<file path="src/rtl/mmio_uart_tx_if.sv">
// mmio_uart_tx_if: CPU-to-memory request bundle for the UART TX responder.
// Single-wait-state load/store handshake with a one-cycle ready pulse.
`timescale 1ns/1ps
interface mmio_uart_tx_if;
  logic        ren;
  logic        wen;
  logic [31:0] addr;
  logic [31:0] store;
  logic [3:0]  byte_en;
  logic        ready;
  logic [31:0] load;

  modport master (
    output ren, wen, addr, store, byte_en,
    input  ready, load
  );

  modport slave (
    input  ren, wen, addr, store, byte_en,
    output ready, load
  );
endinterface

</file>
<file path="src/rtl/mmio_uart_tx.sv">
// mmio_uart_tx: memory-mapped 8N1 UART transmitter with a byte TX FIFO.
// Optional parity frame bit is built when UART_TX_PARITY_EN is defined.
`timescale 1ns/1ps
module mmio_uart_tx #(
  parameter int          FIFO_DEPTH = 8,
  parameter logic [15:0] DIV_RESET  = 16'd434,
  parameter logic [31:0] BASE_ADDR  = 32'h8000_0000
) (
  input  logic          clk,
  input  logic          rst,
  mmio_uart_tx_if.slave bus,
  output logic          tx,
  output logic          irq
);

  localparam int AW = $clog2(FIFO_DEPTH);
  localparam int CW = AW + 1;

`ifdef UART_TX_PARITY_EN
  typedef enum logic [2:0] {
    IDLE, START, DATA, PARITY, STOP
  } state_t;
`else
  typedef enum logic [1:0] {
    IDLE, START, DATA, STOP
  } state_t;
`endif

  logic [7:0]    mem [FIFO_DEPTH];
  logic [AW-1:0] wptr;
  logic [AW-1:0] rptr;
  logic [CW-1:0] count;
  logic          full;
  logic          empty;
  logic          busy;

  state_t        state;
  logic [15:0]   div;
  logic [15:0]   baud;
  logic [2:0]    bit_idx;
  logic [7:0]    shift;
  logic [1:0]    par_cfg;

`ifdef UART_TX_PARITY_EN
  logic          par_en;
  logic          par_odd;
  logic          par_bit;
  logic          cfg_we;
`endif

  logic          req;
  logic          wr;
  logic          sel_tx;
  logic          sel_st;
  logic          sel_dv;
  logic          sel_rs;
  logic          push_req;
  logic          push;
  logic          pop;
  logic          stall;
  logic          accept;
  logic          div_we;
  logic [15:0]   div_mix;
  logic [15:0]   div_nxt;
  logic [15:0]   div_m1;
  logic [3:0]    cnt4;
  logic [31:0]   rdata;
  logic          unused_bits;

  assign full  = count == CW'(FIFO_DEPTH);
  assign empty = count == '0;
  assign busy  = state != IDLE;
  assign cnt4  = 4'(count);

  // The cycle carrying ready still shows the old request; skip it.
  assign req    = (bus.ren | bus.wen) & ~bus.ready;
  assign wr     = bus.wen;
  assign sel_tx = bus.addr[3:2] == 2'd0;
  assign sel_st = bus.addr[3:2] == 2'd1;
  assign sel_dv = bus.addr[3:2] == 2'd2;
  assign sel_rs = bus.addr[3:2] == 2'd3;

  assign pop = ~empty &
    ((state == IDLE) |
     ((state == STOP) & (baud == 16'd0)));

  assign push_req = req & wr & sel_tx &
    bus.byte_en[0];
  // A full FIFO still accepts when an entry leaves this cycle.
  assign stall  = push_req & full & ~pop;
  assign accept = req & ~stall;
  assign push   = push_req & ~stall;

  assign div_we  = accept & wr & sel_dv;
  assign div_mix = {
    bus.byte_en[1] ? bus.store[15:8] : div[15:8],
    bus.byte_en[0] ? bus.store[7:0]  : div[7:0]
  };
  assign div_nxt = (div_mix == 16'd0) ?
    16'd1 : div_mix;
  assign div_m1  = div - 16'd1;

`ifdef UART_TX_PARITY_EN
  assign cfg_we  = accept & wr & sel_st &
    bus.byte_en[0];
  assign par_cfg = {par_odd, par_en};
`else
  assign par_cfg = 2'b00;
`endif

  always_comb begin
    rdata = '0;
    unique case (1'b1)
      sel_st: rdata = {
        20'd0, cnt4, 2'b00, par_cfg,
        irq, busy, empty, full
      };
      sel_dv: rdata = {16'd0, div};
      sel_tx: rdata = '0;
      sel_rs: rdata = '0;
    endcase
  end

  assign unused_bits = ^{
    bus.addr[31:4], bus.addr[1:0],
    bus.store[31:16], bus.byte_en[3:2],
    BASE_ADDR
  };

  always_ff @(posedge clk) begin
    if (push) mem[wptr] <= bus.store[7:0];
  end

  always_ff @(posedge clk) begin
    if (rst) begin
      state     <= IDLE;
      tx        <= 1'b1;
      irq       <= 1'b1;
      baud      <= '0;
      bit_idx   <= '0;
      shift     <= '0;
      wptr      <= '0;
      rptr      <= '0;
      count     <= '0;
      div       <= DIV_RESET;
      bus.ready <= 1'b0;
      bus.load  <= '0;
`ifdef UART_TX_PARITY_EN
      par_en    <= 1'b0;
      par_odd   <= 1'b0;
      par_bit   <= 1'b0;
`endif
    end else begin
      bus.ready <= accept;
      bus.load  <= (accept & ~wr) ? rdata : '0;
      irq       <= empty & ~busy;

      if (push) wptr <= wptr + 1'b1;
      if (pop)  rptr <= rptr + 1'b1;
      count <= count + CW'(push) - CW'(pop);

      if (div_we) div <= div_nxt;
`ifdef UART_TX_PARITY_EN
      if (cfg_we) begin
        par_en  <= bus.store[4];
        par_odd <= bus.store[5];
      end
`endif

      case (state)
        IDLE: begin
          if (pop) begin
            shift <= mem[rptr];
`ifdef UART_TX_PARITY_EN
            par_bit <= ^mem[rptr];
`endif
            state <= START;
            tx    <= 1'b0;
            baud  <= div_m1;
          end
        end
        START: begin
          if (baud == 16'd0) begin
            state   <= DATA;
            tx      <= shift[0];
            bit_idx <= '0;
            baud    <= div_m1;
          end else begin
            baud <= baud - 16'd1;
          end
        end
        DATA: begin
          if (baud == 16'd0) begin
            baud <= div_m1;
            if (bit_idx == 3'd7) begin
`ifdef UART_TX_PARITY_EN
              if (par_en) begin
                state <= PARITY;
                tx    <= par_bit ^ par_odd;
              end else begin
                state <= STOP;
                tx    <= 1'b1;
              end
`else
              state <= STOP;
              tx    <= 1'b1;
`endif
            end else begin
              bit_idx <= bit_idx + 3'd1;
              shift   <= shift >> 1;
              tx      <= shift[1];
            end
          end else begin
            baud <= baud - 16'd1;
          end
        end
`ifdef UART_TX_PARITY_EN
        PARITY: begin
          if (baud == 16'd0) begin
            state <= STOP;
            tx    <= 1'b1;
            baud  <= div_m1;
          end else begin
            baud <= baud - 16'd1;
          end
        end
`endif
        STOP: begin
          if (baud == 16'd0) begin
            // Next queued byte starts with no idle gap.
            if (pop) begin
              shift <= mem[rptr];
`ifdef UART_TX_PARITY_EN
              par_bit <= ^mem[rptr];
`endif
              state <= START;
              tx    <= 1'b0;
              baud  <= div_m1;
            end else begin
              state <= IDLE;
              tx    <= 1'b1;
            end
          end else begin
            baud <= baud - 16'd1;
          end
        end
        default: begin
          state <= IDLE;
          tx    <= 1'b1;
        end
      endcase
    end
  end

endmodule

</file>
<file path="src/flat_wrapper.sv">
// flat-port wrapper written by rule: the top's interface ports become plain ports
module mmio_uart_tx_flat 
#(
  parameter int          FIFO_DEPTH = 8,
  parameter logic [15:0] DIV_RESET  = 16'd434,
  parameter logic [31:0] BASE_ADDR  = 32'h8000_0000
)
  (clk, rst, tx, irq, bus_ren, bus_wen, bus_addr, bus_store, bus_byte_en, bus_ready, bus_load);
  mmio_uart_tx_if bus_i ();
  input  logic clk;
  input  logic rst;
  output logic tx;
  output logic irq;
  input wire logic [$bits(bus_i.ren)-1:0] bus_ren;
  input wire logic [$bits(bus_i.wen)-1:0] bus_wen;
  input wire logic [$bits(bus_i.addr)-1:0] bus_addr;
  input wire logic [$bits(bus_i.store)-1:0] bus_store;
  input wire logic [$bits(bus_i.byte_en)-1:0] bus_byte_en;
  output wire logic [$bits(bus_i.ready)-1:0] bus_ready;
  output wire logic [$bits(bus_i.load)-1:0] bus_load;
  assign bus_i.ren = bus_ren;
  assign bus_i.wen = bus_wen;
  assign bus_i.addr = bus_addr;
  assign bus_i.store = bus_store;
  assign bus_i.byte_en = bus_byte_en;
  assign bus_ready = bus_i.ready;
  assign bus_load = bus_i.load;
  mmio_uart_tx #(.FIFO_DEPTH(FIFO_DEPTH), .DIV_RESET(DIV_RESET), .BASE_ADDR(BASE_ADDR)) u_core (.clk(clk), .rst(rst), .bus(bus_i), .tx(tx), .irq(irq));
endmodule
</file>
<file path="config.mk">
export PLATFORM = sky130hd
export DESIGN_NAME = mmio_uart_tx_flat
export DESIGN_NICKNAME = d
export VERILOG_FILES = /design/src/rtl/mmio_uart_tx_if.sv /design/src/rtl/mmio_uart_tx.sv /design/src/flat_wrapper.sv
export SDC_FILE = /design/constraint.sdc
export NUM_CORES = 1
export LEC_CHECK = 0
export CAP_MARGIN = 15
export CORE_UTILIZATION = 48
export DETAILED_ROUTE_END_ITERATION = 10
export PLACE_DENSITY = 0.78
export SLEW_MARGIN = 20
export SYNTH_ARGS = -nofsm -noshare
export SYNTH_HDL_FRONTEND = slang
export SYNTH_SLANG_ARGS = --single-unit
</file>
<file path="constraint.sdc">
create_clock -name clk -period 3.8 [get_ports clk]
set_input_delay 0.38 -clock clk [delete_from_list [all_inputs] [get_ports clk]]
set_output_delay 0.38 -clock clk [all_outputs]
set_load 0.05 [all_outputs]
</file>
==> results.json, run 1 <==
{
  "status": "finished clean",
  "numCtsBuffers": 17,
  "slew_headroom": 0.436,
  "fin_tns_setup_ns": 0,
  "rows": 43,
  "clk_latency_ns": 0.43,
  "netlist.area_leader.share": 0.279,
  "rsz0062_at_grt": "no",
  "synth_area_mm2": 0.00690,
  "startpoint": "u_core.baud[0]",
  "crit_arrival_ns": 3.20,
  "dieArea_mm2": 0.0149,
  "cts_resized": 0,
  "async_flop_share": 0,
  "synthesis.instances": 663,
  "start_kind": "flop",
  "cts_hold_buf": 0,
  "leakagePower_nw": 2.83,
  "cp_max_fo": 10,
  "layout.cells.non_filler": 898,
  "finish.utilization": 0.575,
  "cts_tree": "yes",
  "layout-drive-gt1-share": 0.118,
  "synth_edf_count": 64,
  "holdPathEnd": "u_core.cnt4[1]",
  "gp_congestion": 0.869,
  "cts_setup_buffers": 0,
  "route.detailed.drc": 0,
  "power.total_w": 0.00599,
  "crit_required_ns": 3.94,
  "num_antenna_cells": 0,
  "clockBufferDepth": 2,
  "initial_core_util": 0.495,
  "yosysTopAreaCell": "edfxtp_1",
  "hold-path-cell-count": 2,
  "die_x_um": 122,
  "portBuffers": 42,
  "hold_slack_ns": 0.434,
  "wl_per_cell_um": 17.7,
  "synth_common_cells": "dfxtp_1 (77), nand2_1 (71), edfxtp_1 (64)",
  "synth-main-ff-cell": "dfxtp_1",
  "final-hold-violation-count": 0,
  "clk_pin_slew_ns": 0.06,
  "synthTopCellsByArea": "edfxtp_1 (28%), dfxtp_1 (22%), mux4_2 (5.2%)",
  "slew_violations": 0,
  "wl_um": 15900,
  "yosysMostFrequentCell": "dfxtp_1",
  "clockRootBuffer": "clkbuf_16",
  "fin_nets": 794,
  "grt_pass1_wl_um": 25400,
  "powerDensity_mw_per_mm2": 749,
  "r2r_cells": 9,
  "ios": 107,
  "die_h_um": 122,
  "setup_viol": 0,
  "crit_type": "reg -> reg",
  "avgViaCountPerCell": 5.88,
  "worst_pin_slew_ns": 0.838,
  "area_growth_pct": 16.0,
  "ys_warn_count": 0,
  "cap_violations": 0,
  "period_minus_slack_ns": 3.05,
  "reg2reg_from": "u_core.baud[0]",
  "gr-total-overflow": 0,
  "vias": 5280,
  "fmax_ghz": 0.327,
  "antenna_left": 0,
  "drtPass1Iterations": 8,
  "syn_area_per_cell_um2": 10.4,
  "rr_endpoint": "u_core.mem[7][2]",
  "place_inst": 866,
  "min_path_type": "in -> reg",
  "dp_hpwl_um": 10900,
  "grt_max_degree": 34,
  "antenna_found_initial": 0,
  "drtIter0Drc": 486,
  "synth_seq_cells": 141,
  "ir_drop_mv": 0.390,
  "htreeDepth": 4,
  "grt_pass1_vias": 5083,
  "cts.sinks": 141,
  "hp-start": "rst",
  "cp-end-kind": "flop",
  "r2r_setup_slack_ns": 0.75,
  "track_usage": 0.227,
  "fill_cells": 1104,
  "ys_types": 67,
  "finClkSkew_ns": 0.00989,
  "fp.coreArea_mm2": 0.0139,
  "min_period_over_period": 0.804,
  "seq_area_frac_synth": 0.502
}
[per-layer routing]
layer / track usage / vias up / share of wire
li1: - / 2462 / -
met1: 0.294 / 2548 / 0.42
met2: 0.366 / 238 / 0.48
met3: 0.0468 / 32 / 0.071
met4: 0.100 / 0 / 0.021
met5: 0 / - / 0
[worst max-delay path, stage by stage, from the launching register on]
cell	delay (ns)
dfxtp_1	0.36
inv_1	0.08
ha_1	0.21
nor3b_2	0.29
nand3_4	0.19
o31a_1	0.45
a21o_1	0.30
or2_1	0.30
nor2_1	0.35
buf_4	0.23
[area by class of cell]
| type | count | area [µm²] | share of cell area |
|---|---|---|---|
| repair buffers | 59 | 543 | 0.0678 |
| well taps | 180 | 225 | 0.0281 |
| multi-input cells | 468 | 3160 | 0.395 |
| clock inverters | 13 | 114 | 0.0142 |
| inverters | 18 | 67.6 | 0.00844 |
| clock buffers | 19 | 433 | 0.0541 |
| flip-flops and latches | 141 | 3460 | 0.433 |
[registers in the layout, indices dropped and copies added, names as in the netlist, 2 cells and up, named ones only]
register,count
u_core.baud,16
u_core.bit_idx,3
u_core.bus.load,16
u_core.cnt4,4
u_core.div,16
u_core.mem,64
u_core.rptr,3
u_core.shift,8
u_core.state,2
u_core.wptr,3
[worst max-delay path by stage]
stage	slack, ns	to
finish	0.75	u_core.mem[7][2]
global placement	0.67	u_core.mem[6][3]
floorplan	0.84	u_core.mem[4][0]
CTS	0.75	u_core.mem[7][3]
detailed placement	0.79	u_core.mem[7][0]
global route	0.58	u_core.mem[7][2]
[where the power goes]
part / switching (W) / internal (W) / total (W)
clock: 0.000649 / 0.000901 / 0.00155
combinational: 0.00145 / 0.000999 / 0.00245
sequential: 0.000235 / 0.00176 / 0.00200
[metrics by stage]
stage | worst slack, ns | area, µm²
finish | 0.746 | 8010
global route | 0.579 | 8010
CTS | 0.751 | 8010
detailed placement | 0.785 | 7460
global placement | 0.672 | 7450
floorplan | 0.841 | 6960
[cell families (layout without fill, tap and decap cells)]
| kind of cell | Yosys count | after routing | synth area share |
|---|---|---|---|
| simple gates | 234 | 234 | 0.169 |
| flops | 141 | 141 | 0.502 |
| compound gates | 135 | 135 | 0.127 |
| buf+inv | 69 | 109 | 0.0490 |
| mux | 41 | 41 | 0.0892 |
| xor+xnor | 25 | 25 | 0.0317 |
| fa+ha+maj | 17 | 17 | 0.0319 |
| other cells | 1 | 16 | 0.000543 |
[placed cells by master (no fill, tap or decap), drive strengths merged, types with 17 or more instances in the layout]
cell type      instances
dfxtp                 77
nand2                 72
edfxtp                64
nor2                  61
clkdlybuf4s50         41
a21oi                 40
o21ai                 30
inv                   23
mux2i                 21
nor3                  21
clkbuf                19
buf                   18
xor2                  17
Note: power is estimated with default switching activity, not from simulation.
==> run 2: changes to the inputs <==
Settings changed: PLACE_DENSITY 0.78 to 0.81.
Clock period 3.8 ns to 2.5 ns, I/O delays scaled along.
==> run 2 against run 1 <==
Compared with the run above: the flow now finishes with violations (setup timing); utilization up 3.4 points; clock-buffer cell count up 1; final cell count up 5.0%; non-clock buffer count up 45; routed wire length up 8.4%; register-to-register slack worse by 0.81 ns; power up 62%; design area up 5.8%; combinational power up 85%; via count up 5.0%; critical path type unchanged; critical endpoint is now u_core.cnt4[1].
==> results.json, run 2 (synthesis results as in run 1) <==
{
  "r2r_setup_slack_ns": -0.06,
  "fin_area_mm2": 0.00848,
  "dieArea_mm2": 0.0149,
  "finClkSkew_ns": 0.00810,
  "period_minus_slack_ns": 2.56,
  "ir_drop_mv": 0.649,
  "drtPass1Iterations": 5,
  "cpMostUsedCell": "inv_2",
  "crit_type": "reg -> reg",
  "mostFrequentLayoutCell": "dfxtp_1",
  "track_usage": 0.245,
  "status": "complete, but fails checks",
  "crit_required_ns": 2.82,
  "met3RoutedLength_um": 1220,
  "rr_endpoint": "u_core.cnt4[1]",
  "num_antenna_cells": 0,
  "holdPathEnd": "u_core.cnt4[2]",
  "fin_ws_ns": -0.0650,
  "fp.coreArea_mm2": 0.0139,
  "final_cell_mix": "dfxtp_1 (73), nand2_1 (69), edfxtp_1 (64), nor2_1 (59), buf_4 (59)",
  "wl_um": 17200,
  "clk_pin_slew_ns": 0.06,
  "leakagePower_nw": 3.06,
  "die_h_um": 122,
  "power_frac_comb": 0.467,
  "min_path_type": "in -> reg",
  "internal_power_w": 0.00595,
  "multi_input_area_mm2": 0.00327,
  "start_kind": "flop",
  "gp_congestion": 0.877,
  "gr-total-overflow": 0,
  "avgViaCountPerCell": 5.88,
  "hp-start": "rst",
  "p_clk_frac": 0.232,
  "switching_power_w": 0.00378,
  "cap_violations": 0,
  "top_register": "u_core.mem",
  "fmax_ghz": 0.390,
  "min_period_over_period": 1.03,
  "grt_pass1_vias": 5491,
  "crit_chain": "inv_2, ha_4, or3b_4, nand2_4, o31a_1, nand2_1, o21ai_2, ha_2, inv_2, fa_2, nor2_2",
  "fin_nets": 839,
  "cp-end-kind": "flop",
  "seqCellArea_mm2": 0.00347,
  "p_seq_frac": 0.301,
  "violations": "setup timing",
  "grt_pass1_wl_um": 27500,
  "rows": 43,
  "final-hold-violation-count": 0,
  "route.detailed.drc": 0,
  "layout-drive-gt1-share": 0.199,
  "vias": 5546,
  "power.total_w": 0.00972,
  "worst_pin_slew_ns": 0.635,
  "postPlaceCellArea_mm2": 0.00790,
  "critPathSlowestCell": "fa_2",
  "slew_headroom": 0.576,
  "sw_frac_of_total": 0.389,
  "fill_cells": 1050,
  "wl_per_cell_um": 18.2,
  "cts_tree": "yes",
  "crit_arrival_ns": 2.88,
  "numCtsBuffers": 17,
  "cp_max_fo": 5,
  "clockRootBuffer": "clkbuf_16",
  "grt_max_degree": 31,
  "area_growth_pct": 22.8,
  "r2r_cells": 11,
  "wl_met2_um": 8700,
  "initial_core_util": 0.495,
  "dp_hpwl_um": 12000,
  "portBuffers": 42,
  "antenna_found_initial": 0,
  "rsz0062_at_grt": "yes",
  "largest_register_ffs": 64,
  "setup_viol": 2,
  "htreeDepth": 4,
  "wl_met1_um": 6880,
  "slew_violations": 0,
  "hold_slack_ns": 0.215,
  "clockBufferDepth": 2,
  "reg2reg_from": "u_core.cnt4[3]",
  "powerDensity_mw_per_mm2": 1150,
  "ios": 107,
  "drtIter0Drc": 559,
  "antenna_left": 0,
  "die_x_um": 122,
  "clk_latency_ns": 0.43,
  "cts.sinks": 141,
  "max_stage_delay_ns": 0.54,
  "top_layer_used": "met4",
  "hold-path-cell-count": 2
}
## run 2: changes by cell type in the layout (fill, tap and decap cells not counted), sizes merged
cell | previous run | this run
buf | 18 | 63
clkinvlp | 3 | 5
clkinv | 4 | 5
clkbuf | 19 | 20
bufinv | 1 | 0
inv | 23 | 20
## run 2: metrics by stage
stage	setup slack, ns	TNS [ns]	instances	util
floorplan	-0.0806	-2.33	678	-
global placement	0.00725	0	906	0.567
detailed placement	-0.0524	-0.103	906	0.567
CTS	-0.0218	-0.0265	941	0.606
global route	-0.146	-0.734	943	0.608
finish	-0.0650	-0.116	943	0.608
## run 2: worst max-delay path by stage
stage	start	slack (ns)	to	cells after the start
final	u_core.cnt4[3]	-0.06	u_core.cnt4[1]	11
after global routing	u_core.cnt4[3]	-0.15	u_core.cnt4[2]	12
after CTS	u_core.cnt4[2]	-0.02	u_core.cnt4[1]	11
after detailed placement	u_core.cnt4[2]	-0.05	u_core.cnt4[1]	11
after global placement	u_core.cnt4[2]	0.007	u_core.cnt4[2]	12
after floorplan	u_core.baud[0]	-0.08	u_core.mem[3][0]	9
## run 2: final cells by class
cell class	count	area share
clock buffer	20	0.0515
clock inverter	12	0.0108
inverter	18	0.00797
multi-input combinational	468	0.386
sequential	141	0.409
tap	180	0.0266
timing repair buffer	104	0.108
## run 2: routing by layer
| layer | vias to the layer above | GRT usage |
|---|---|---|
| met4 | 0 | 0.103 |
| li1 | 2561 | - |
| met5 | - | 0 |
| met3 | 38 | 0.0538 |
| met1 | 2669 | 0.306 |
| met2 | 278 | 0.410 |
## run 2: worst max-delay path: cells and delay by family, from the launching register on
kind	cells	cell delay, ns
buffers and inverters	2	0.12
AO/OA/AOI/OAI	2	0.47
adder cells (fa/ha/maj)	3	0.89
AND/OR/NAND/NOR	4	0.66
flip-flops	1	0.33
## run 2: what timing repair did
action                                  CTS  global route
hold buffers                              0             0
endpoints found under the setup margin    2            35
buffers inserted                          3             2
resized for setup                         0             3
pin swaps                                 7            11
## run 2: power by group through the flow
| stage | clock, W | sequential, W | combinational, W |
|---|---|---|---|
| 2_1_floorplan | 0 | 0.00300 | 0.00306 |
| 3_5_place_dp | 0 | 0.00296 | 0.00433 |
| 5_1_grt | 0.00237 | 0.00295 | 0.00495 |
| 3_3_place_gp | 0 | 0.00294 | 0.00413 |
| 4_1_cts | 0.00228 | 0.00292 | 0.00441 |
| 6_report | 0.00225 | 0.00293 | 0.00454 |
==> run 3: changes to the inputs <==
Settings changed: HOLD_SLACK_MARGIN set to 0.1.
==> results of run 3 <==
Same layout as run 2: the final DEF is identical, and so are final timing and power.
